<file path="src/rtl/id_ex_operand_stage.sv">
// ID/EX operand stage: captures decoded operands, detects RAW hazards, forwards EX/MEM and MEM/WB results (ID_EX_FWD_EN).
// Latency: ID->EX one cycle; ex_opA/ex_opB and id_stall are combinational over the stored slot.
// Backpressure: ~ex_ready holds the slot (operands refreshed each hold cycle) and stalls ID; hazards insert bubbles.
module id_ex_operand_stage #(
    parameter int DW = 32,
    parameter int AW = 5
) (
    input  logic          Clk,
    input  logic          rst,
    input  logic          id_valid,
    input  logic [AW-1:0] id_rs,
    input  logic [AW-1:0] id_rt,
    input  logic          id_uses_rs,
    input  logic          id_uses_rt,
    input  logic [AW-1:0] id_rd,
    input  logic          id_wen,
    input  logic          id_is_load,
    input  logic [DW-1:0] id_busX,
    input  logic [DW-1:0] id_busY,
    input  logic          flush,
    input  logic          ex_ready,
    input  logic [AW-1:0] exmem_rd,
    input  logic          exmem_wen,
    input  logic [DW-1:0] exmem_result,
    input  logic [AW-1:0] memwb_rd,
    input  logic          memwb_wen,
    input  logic [DW-1:0] memwb_result,
    output logic          id_stall,
    output logic          ex_valid,
    output logic [DW-1:0] ex_opA,
    output logic [DW-1:0] ex_opB,
    output logic [AW-1:0] ex_rs,
    output logic [AW-1:0] ex_rt,
    output logic [AW-1:0] ex_rd,
    output logic          ex_wen,
    output logic          ex_is_load,
    output logic [31:0]   stall_cnt
);

    logic          r_ex_valid;
    logic [AW-1:0] r_ex_rs;
    logic [AW-1:0] r_ex_rt;
    logic [AW-1:0] r_ex_rd;
    logic          r_ex_wen;
    logic          r_ex_is_load;
    logic [DW-1:0] r_opA;
    logic [DW-1:0] r_opB;
    logic [31:0]   r_stall_cnt;

    logic          w_hold;
    logic          w_adv;
    logic          w_hazard_ld;
    logic          w_hazard_nf;
    logic          w_id_stall;
    logic          w_capture;
    logic [DW-1:0] w_opA;
    logic [DW-1:0] w_opB;

    // Register 0 never participates in a dependency.
    function automatic logic raw_hit(input logic used, input logic [AW-1:0] src,
                                     input logic [AW-1:0] dst);
        return used && (src != '0) && (src == dst);
    endfunction

    assign w_hold = r_ex_valid & ~ex_ready;
    assign w_adv  = ~w_hold;

    assign w_hazard_ld = r_ex_valid & r_ex_is_load & r_ex_wen &
                         (raw_hit(id_uses_rs, id_rs, r_ex_rd) |
                          raw_hit(id_uses_rt, id_rt, r_ex_rd));

`ifdef ID_EX_FWD_EN
    assign w_hazard_nf = 1'b0;

    always_comb begin
        w_opA = r_opA;
        if (r_ex_rs != '0 && exmem_wen && exmem_rd == r_ex_rs)
            w_opA = exmem_result;
        else if (r_ex_rs != '0 && memwb_wen && memwb_rd == r_ex_rs)
            w_opA = memwb_result;
    end

    always_comb begin
        w_opB = r_opB;
        if (r_ex_rt != '0 && exmem_wen && exmem_rd == r_ex_rt)
            w_opB = exmem_result;
        else if (r_ex_rt != '0 && memwb_wen && memwb_rd == r_ex_rt)
            w_opB = memwb_result;
    end
`else
    logic w_unused_fwd;
    assign w_unused_fwd = ^{exmem_result, memwb_rd, memwb_wen, memwb_result};

    // MEM/WB producers are already covered by the register-file write bypass.
    assign w_hazard_nf = (r_ex_valid & r_ex_wen &
                          (raw_hit(id_uses_rs, id_rs, r_ex_rd) |
                           raw_hit(id_uses_rt, id_rt, r_ex_rd))) |
                         (exmem_wen &
                          (raw_hit(id_uses_rs, id_rs, exmem_rd) |
                           raw_hit(id_uses_rt, id_rt, exmem_rd)));

    assign w_opA = r_opA;
    assign w_opB = r_opB;
`endif

    assign w_id_stall = ~flush & id_valid & (w_hold | w_hazard_ld | w_hazard_nf);
    assign w_capture  = id_valid & ~w_id_stall & ~flush;

    always_ff @(posedge Clk) begin
        if (!rst) begin
            r_ex_valid   <= 1'b0;
            r_ex_rs      <= '0;
            r_ex_rt      <= '0;
            r_ex_rd      <= '0;
            r_ex_wen     <= 1'b0;
            r_ex_is_load <= 1'b0;
            r_opA        <= '0;
            r_opB        <= '0;
            r_stall_cnt  <= '0;
        end else begin
            if (w_adv) begin
                if (w_capture) begin
                    r_ex_valid   <= 1'b1;
                    r_ex_rs      <= id_rs;
                    r_ex_rt      <= id_rt;
                    r_ex_rd      <= id_rd;
                    r_ex_wen     <= id_wen;
                    r_ex_is_load <= id_is_load;
                    r_opA        <= id_busX;
                    r_opB        <= id_busY;
                end else begin
                    r_ex_valid <= 1'b0;
                    r_ex_wen   <= 1'b0;
                end
            end else begin
                // Latch forwarded values so they survive the producers retiring during the hold.
                r_opA <= w_opA;
                r_opB <= w_opB;
            end
            if (w_id_stall && r_stall_cnt != 32'hFFFF_FFFF)
                r_stall_cnt <= r_stall_cnt + 32'd1;
        end
    end

    assign id_stall   = w_id_stall;
    assign ex_valid   = r_ex_valid;
    assign ex_opA     = w_opA;
    assign ex_opB     = w_opB;
    assign ex_rs      = r_ex_rs;
    assign ex_rt      = r_ex_rt;
    assign ex_rd      = r_ex_rd;
    assign ex_wen     = r_ex_wen;
    assign ex_is_load = r_ex_is_load;
    assign stall_cnt  = r_stall_cnt;

endmodule

</file>
<file path="config.mk">
export PLATFORM = sky130hd
export DESIGN_NAME = id_ex_operand_stage
export DESIGN_NICKNAME = d
export VERILOG_FILES = /design/src/rtl/id_ex_operand_stage.sv
export SDC_FILE = /design/constraint.sdc
export NUM_CORES = 1
export LEC_CHECK = 0
export BUFFER_PORTS_ARGS = -buffer_cell sky130_fd_sc_hd__buf_2
export CAP_MARGIN = 20
export CORE_MARGIN = 8
export CORE_UTILIZATION = 34
export DETAILED_ROUTE_END_ITERATION = 8
export GPL_TIMING_DRIVEN = 1
export MAX_ROUTING_LAYER = met4
export PLACE_DENSITY = 0.74
export SYNTH_ARGS = -nofsm -noshare
export SYNTH_HDL_FRONTEND = slang
export SYNTH_SLANG_ARGS = --single-unit
</file>
<file path="constraint.sdc">
create_clock -name Clk -period 2.05 [get_ports Clk]
set_input_delay 0.41 -clock Clk [delete_from_list [all_inputs] [get_ports Clk]]
set_output_delay 0.41 -clock Clk [all_outputs]
set_load 0.1 [all_outputs]
</file>
; ---- Word-level counts from Yosys, hierarchy flattened
; Index checks and enable logic that the tools add are counted.
[totals]
out_inout_bits = 115
register_bits = 114
inputBits = 164
word_cells = 47
[classes]
addsub = 1
reduce_logical = 10
mux = 2
n_eq_ne = 5
bitwise_logic = 20
[ops]
columns = cell, n
row1 = adder 32 x 1 -> 32 bit (second input constant), 1
row2 = inequality test 32 bit (second input constant), 1
row3 = == test 5 bit, 4
row4 = AND 1 bit, 11
row5 = nonzero test 5 bit, 2
row6 = logical AND 1 bit, 7
row7 = OR 1 bit, 5
row8 = NOT 1 bit, 4
row9 = 2-to-1 mux 1 bit, 2
row10 = AND reduction 2 bit, 1

; ---- Logic depth before layout (Yosys ltp)
; Gate-level depths: netlist of the first run.
[depth]
depth_word = 12
mapped_depth = 11
depth_no_buf = 8

; ---- Worst setup path after synthesis of the first run
; No wires, ideal clock.
[synth_path]
kind = register -> output
startpoint = register r_ex_rd[0], in the netlist ex_rd[0]
endpoint = output id_stall
arrival_ns = 3.303
stages_incl_launch_ff = 8
path_slack_ns = -1.663
path_buffers = 1
required_ns = 1.640
cell_sequence = dfxtp_1 > xnor2_1 > nand4_1 > nor3_1 > a31oi_1 > o211ai_2 > buf_4 > nor2b_1
[synth_between]
elab_chain_cells = 7
elab_cells_between_ends = 11
cone_classes = eq/ne (2) / bitwise (7) / reduce/logical (2)
[synth_rtl]
columns = item, line
row1 = "start, declared", 43  ; logic [AW-1:0] r_ex_rd;
row2 = "start signal, assigned", 126  ; r_ex_rd <= id_rd;
row3 = == test 5 bit, 62  ; return used && (src != '0) && (src == dst);
row4 = logical AND 1 bit, 62
row5 = OR 1 bit (*), "69, 96"
row6 = AND 1 bit (on tied branches), "68, 95"
row7 = OR 1 bit (on tied branches), "106, 97"
row8 = OR 1 bit (*), 106  ; assign w_id_stall = ~flush & id_valid & (w_hold | w_hazard_ld | w_hazard_nf);
row9 = AND 1 bit (*), 106
row10 = "end, declared", 28  ; output logic id_stall,
; Mark *: on every way between the ends. The rest lies on a longest branch, timed or not.

; ---- Final worst setup path of the first run
[layout_path]
startpoint = register r_ex_rd[3], in the netlist ex_rd[3]
endpoint = output id_stall
; The elaborated chain is that of the path after synthesis.

==> reports/qor.txt, run 1 <==
Status = finished, violations left
Failing checks = setup timing
Maximum VDD drop = 0.519 mV
# hold bufs at CTS = 0
Crit path kind = register to primary output
Hpwl dp = 11000 um
Vias = 5008
Placement Cell Area = 0.00638 sq mm
Worst skew pair latency = 0.41 ns
Final worst path period share = 1.19
Initial antenna violation count = 0
Total Routing Usage GR = 0.166
Final worst slack = -0.393 ns
Inserted Diodes = 0
Sequential area share after synthesis = 0.478
Global-route wire length before repair = 23400 um
RD Place Congestion = 0.981
Synth Instances = 587
Final instance area = 0.00746 sq mm
DRC = 0
Wire length per cell = 15.4 um
Synthesis Warnings = 0
Sw Pwr = 0.00205 W
Worst min path class = input port to register
Global route overflow = 0
Most frequent cells in the layout = 207 x buf_2, 174 x nand2_1, 89 x a21oi_1
Clk slew on worst S/H paths = 0.06 ns
Vias in the first global route = 4591
TritonCTS clock tree = built
Worst Setup Start Kind = register
Int Pwr = 0.00437 W
Number of CTS-inserted buffers = 17
Synth async-reset ratio = 0
RSZ-0062 raised after global routing = yes
Drt total wl = 15800 um
MaxCap Viol Count = 0
Post-synth top area cell = dfxtp_1
Die Y = 135 um
Row cnt = 43
Max Buffers Root-to-Sink = 2
Syn Nets = 752
Max FO, Critical Path = 3
I/O Buffers = 208
Utilization after layout = 0.540
Non-Filler Instances = 1027
Leakage power total = 3.29 nW
Fraction of layout cells with a size suffix above 1 = 0.457
Syn Std Cell Area = 0.00478 sq mm
Peak Freq = 409 MHz
Fin Setup TNS = -16.01 ns
Final hold violations = 0
# setup viols final = 108
Post-Route Skew = 0.00915 ns
Synth Flop Type = dfxtp_1
Critical Path Sink Type = primary output
Ranking of synthesized cells by area = dfxtp_1 48%, nand2_1 14%, a21oi_1 10%
Clock root cell = clkbuf_16
Clock period minus worst slack = 2.44 ns
Pin count of the biggest net entering global routing = 54
Comb pwr share = 0.177
Router iterations before antenna repair = 6
Sequential Power Share = 0.358
First-iteration detailed-routing DRC count = 267
Clock Power Share = 0.464
Fillers = 1268
Yosys cell types = 42
Power Density = 860 mW/mm^2
Final slew viol count = 0
Routed Antenna Nets = 0
WP data required = 1.64 ns
Worst-Margin Slew = 0.525 ns
Die X = 135 um
Crit path DAT = 2.03 ns
Die ar. = 0.0181 sq mm
Relative slew margins = 0.652
Switching Share = 0.319
Most common cell after layout, fill and taps aside = buf_2
Starting Density = 0.345
DR vias/cell = 4.88
Area delta synth->final = 56.2%
Core area = 0.0138 sq mm
Clk sinks = 114
# IOs = 279
Top cell type's share of synthesized area = 0.478
Avg Cell Area, Syn = 8.14 sq um
Max H-tree Level = 4
Tot Pwr = 0.00642 W
Dpl cells = 980
Layout net count = 999
Yosys reg bits = 114
EDFF count, synth = 0
stage by stage:
step	worst slack (ns)	hold slack, ns
global placement	-0.453	0.435
CTS	-0.405	0.214
global route	-0.539	0.222
finish	-0.393	0.236
floorplan	-0.250	0.540
detailed placement	-0.467	0.440
critical path: stages, from the launching register on:
cell	delay (ns)
dfxtp_4	0.36
xnor2_2	0.16
nand4_1	0.14
nor3_2	0.14
a31oi_1	0.08
o211ai_2	0.27
buf_6	0.15
nor2b_4	0.15
buf_12	0.18
repair_timing:
item                                    in CTS  in global routing
setup buffers                                2                  9
resized for setup                            5                 52
pin swaps                                    1                 27
gates cloned                                 1                  3
endpoints found under the hold margin        0                  0
endpoints found under the setup margin      32                109
synthesized netlist by cell type, types with 2 or more instances:
cell and number:
mux2i_1 3, nor4_1 9, or2_1 2, or4_1 10, o21ai_0 9, clkbuf_1 14, o31a_1 3, nand2_1 174
a21oi_1 97, o31ai_1 9, or3_1 8, nor2_2 2, buf_2 8, o21a_1 3, buf_6 12, nand2b_1 4
inv_1 3, nor2_1 15, xnor2_1 12, nand3_1 17, dfxtp_1 114, and3_1 9, xor2_1 16, buf_4 2
nor3_1 5, nand4_1 11
worst paths after layout:
kind	slack, ns	startpoint	cells past startpoint	endpoint
setup / recovery	-0.39	ex_rd[3]	8	id_stall
hold / removal	0.24	id_busX[18]	3	ex_opA[18]
setup reg to reg	-0.25	ex_rd[3]	11	stall_cnt[11]
hold reg to reg	0.44	ex_opB[16]	2	ex_opB[16]
layer usage:
metal,track usage,vias up,part of all wire
li1,-,2512,-
met3,0.0557,24,0.080
met2,0.259,176,0.48
met1,0.194,2296,0.43
met4,0.0624,0,0.017
met5,-,-,0
power groups by stage:
| stage | Combinational (W) | Clock (W) | Sequential, W |
|---|---|---|---|
| finish | 0.00114 | 0.00298 | 0.00230 |
| global route | 0.00120 | 0.00315 | 0.00231 |
| CTS | 0.00110 | 0.00305 | 0.00230 |
| detailed placement | 0.00108 | 0 | 0.00235 |
| global placement | 0.00108 | 0 | 0.00234 |
| floorplan | 0.000245 | 0 | 0.00291 |
state kept, by name, summed over array words and instances (netlist names):
signal,flops
stall_cnt,32
ex_is_load,1
ex_wen,1
ex_opA,32
ex_rd,5
ex_valid,1
ex_opB,32
ex_rt,5
ex_rs,5
cells by family (layout without fill, tap and decap cells):
family / after synthesis / count (layout) / synth area share
and+or+nand+nor: 273 / 273 / 0.260
AOI/OAI and AO/OA: 127 / 127 / 0.147
DFF: 114 / 114 / 0.478
buffers and inverters: 41 / 301 / 0.0547
xor gates and xnor gates: 28 / 28 / 0.0513
muxes: 3 / 3 / 0.00629
adders and majority gates: 1 / 1 / 0.00262
area by class of cell:
| type | instances | area (sq um) | share of cell area |
|---|---|---|---|
| clock buffer | 17 | 425 | 0.0570 |
| clock inverter | 15 | 174 | 0.0233 |
| inverter | 4 | 16.3 | 0.00218 |
| multi-input combinational | 432 | 2510 | 0.336 |
| sequential | 114 | 2410 | 0.323 |
| tap | 180 | 225 | 0.0302 |
| timing repair buffer | 265 | 1700 | 0.228 |
(Power assumes the default switching activity.)
==> run 2, diff against run 1 <==
Settings changed: CORE_MARGIN 8 to 2.
==> reports/qor.txt, run 2 (synthesis results as in run 1) <==
CP delay by family, top = simple AND/OR/NAND/NOR gates
Critical path depth = 8
Failing checks = setup timing
# setup viols final = 95
Most frequent cells in the layout = 207 x buf_2, 132 x nand2_1, 82 x a21oi_1
Final worst slack = -0.339 ns
Slowest stage cell on the critical path = dfxtp_4
Utilization after layout = 0.556
DR vias/cell = 4.90
Fraction of layout cells with a size suffix above 1 = 0.505
Final hold violations = 0
RSZ-0062 raised after global routing = yes
DRC = 0
CP Buf/Inv Count = 2
Fillers = 1229
Placement Cell Area = 0.00633 sq mm
Worst min path class = input port to register
Die X = 123 um
Crit path DAT = 1.98 ns
Core area = 0.0138 sq mm
Clk slew on worst S/H paths = 0.06 ns
Hold path depth = 3
Hold Crit Start = id_busY[31]
FF-to-FF path depth = 13
RD Place Congestion = 0.867
Vias = 5047
Layout net count = 1003
Post-Route Skew = 0.00754 ns
Total Routing Usage GR = 0.191
Wire length per cell = 15.0 um
Worst-Margin Slew = 0.577 ns
Routed Antenna Nets = 0
Max FO, Critical Path = 4
Drt total wl = 15500 um
Cells along the critical path = xnor2_1 > nand4_1 > nor3_2 > o221ai_2 > o211ai_2 > buf_6 > nor2b_4 > buf_12
Worst Setup Start Kind = register
Crit path kind = register to primary output
Status = finished, violations left
Vias in the first global route = 4429
Global-route wire length before repair = 21800 um
Clock period minus worst slack = 2.39 ns
Pre-CTS setup slack = -0.470 ns
Relative slew margins = 0.615
I/O Buffers = 208
Clk sinks = 114
Reg-to-Reg Start = ex_rd[0]
Max Buffers Root-to-Sink = 2
Power Density = 846 mW/mm^2
Initial antenna violation count = 0
Final slew viol count = 0
Max H-tree Level = 4
Maximum VDD drop = 0.567 mV
Worst skew pair latency = 0.41 ns
Global route overflow = 0
Number of CTS-inserted buffers = 17
MaxCap Viol Count = 0
Die Y = 123 um
Area delta synth->final = 60.9%
Critical Path Source = ex_rd[0]
Router iterations before antenna repair = 5
CP peak stage delay = 0.36 ns
First-iteration detailed-routing DRC count = 256
Fin Setup TNS = -4.00 ns
Most common cell after layout, fill and taps aside = buf_2
Starting Density = 0.345
Final instance area = 0.00769 sq mm
WP data required = 1.64 ns
TritonCTS clock tree = built
Critical Path Sink Type = primary output
Final worst path period share = 1.17
Clock root cell = clkbuf_16
Inserted Diodes = 0
Peak Freq = 419 MHz
Hpwl dp = 9430 um
Die ar. = 0.0150 sq mm
Pin count of the biggest net entering global routing = 105
Row cnt = 43
# IOs = 279
Leakage power total = 3.36 nW
[run 2: changes by cell type in the layout (fill, tap and decap cells not counted), moves of 5 or more]
cell	change
nand2_1	-42
nand2_2	+37
a21oi_1	-7
a21oi_2	+7
nand2_4	+6
clkbuf_16	+5
[run 2: final timing paths]
path / to / slack [ns]
worst max-delay path: id_stall / -0.34
worst min-delay path: ex_opB[31] / 0.23
worst max register to register: ex_opB[8] / -0.13
worst min register to register: ex_opB[16] / 0.45
[run 2: power by group]
part           leakage [nW]  switching, W  total, W  internal (W)
Clock                 0.299       0.00111   0.00297       0.00186
Sequential            0.957     0.0000516   0.00231       0.00226
Combinational          2.11      0.000890   0.00123      0.000337
[run 2: what timing repair did]
action,CTS,global route
pin swaps,8,16
setup endpoints to repair,97,114
setup buffers,7,6
resized for setup,10,86
cloned,4,9
hold buffers,0,0
[run 2: metal layers]
| metal | up-vias | GRT usage | wire, um |
|---|---|---|---|
| li1 | 2523 | - | - |
| met1 | 2316 | 0.234 | 6640 |
| met2 | 180 | 0.295 | 7540 |
| met3 | 28 | 0.0558 | 941 |
| met4 | 0 | 0.0740 | 361 |
| met5 | - | - | 0 |
[run 2: per-stage QoR]
stage | hold WS, ns | std cells | power (W)
2_1_floorplan | 0.540 | 587 | 0.00315
3_3_place_gp | 0.435 | 975 | 0.00340
3_5_place_dp | 0.441 | 975 | 0.00341
4_1_cts | 0.214 | 1018 | 0.00647
5_1_grt | 0.231 | 1031 | 0.00675
6_report | 0.235 | 1031 | 0.00650
[run 2: worst register-to-register path, delay by kind of cell, from the launching register on]
| kind | cells | cell delay (ns) |
|---|---|---|
| xor gates and xnor gates | 1 | 0.14 |
| buffers and inverters | 5 | 0.66 |
| and+or+nand+nor | 4 | 0.51 |
| DFF | 1 | 0.36 |
| AOI/OAI and AO/OA | 3 | 0.35 |
[run 2: area by class of cell]
cell class | instances | area, sq um | area share
Multi-Input combinational cell | 433 | 2620 | 0.340
Sequential cell | 114 | 2410 | 0.314
Timing Repair Buffer | 268 | 1810 | 0.236
Clock buffer | 20 | 489 | 0.0636
Tap cell | 180 | 225 | 0.0293
Clock inverter | 12 | 116 | 0.0151
Inverter | 4 | 16.3 | 0.00212
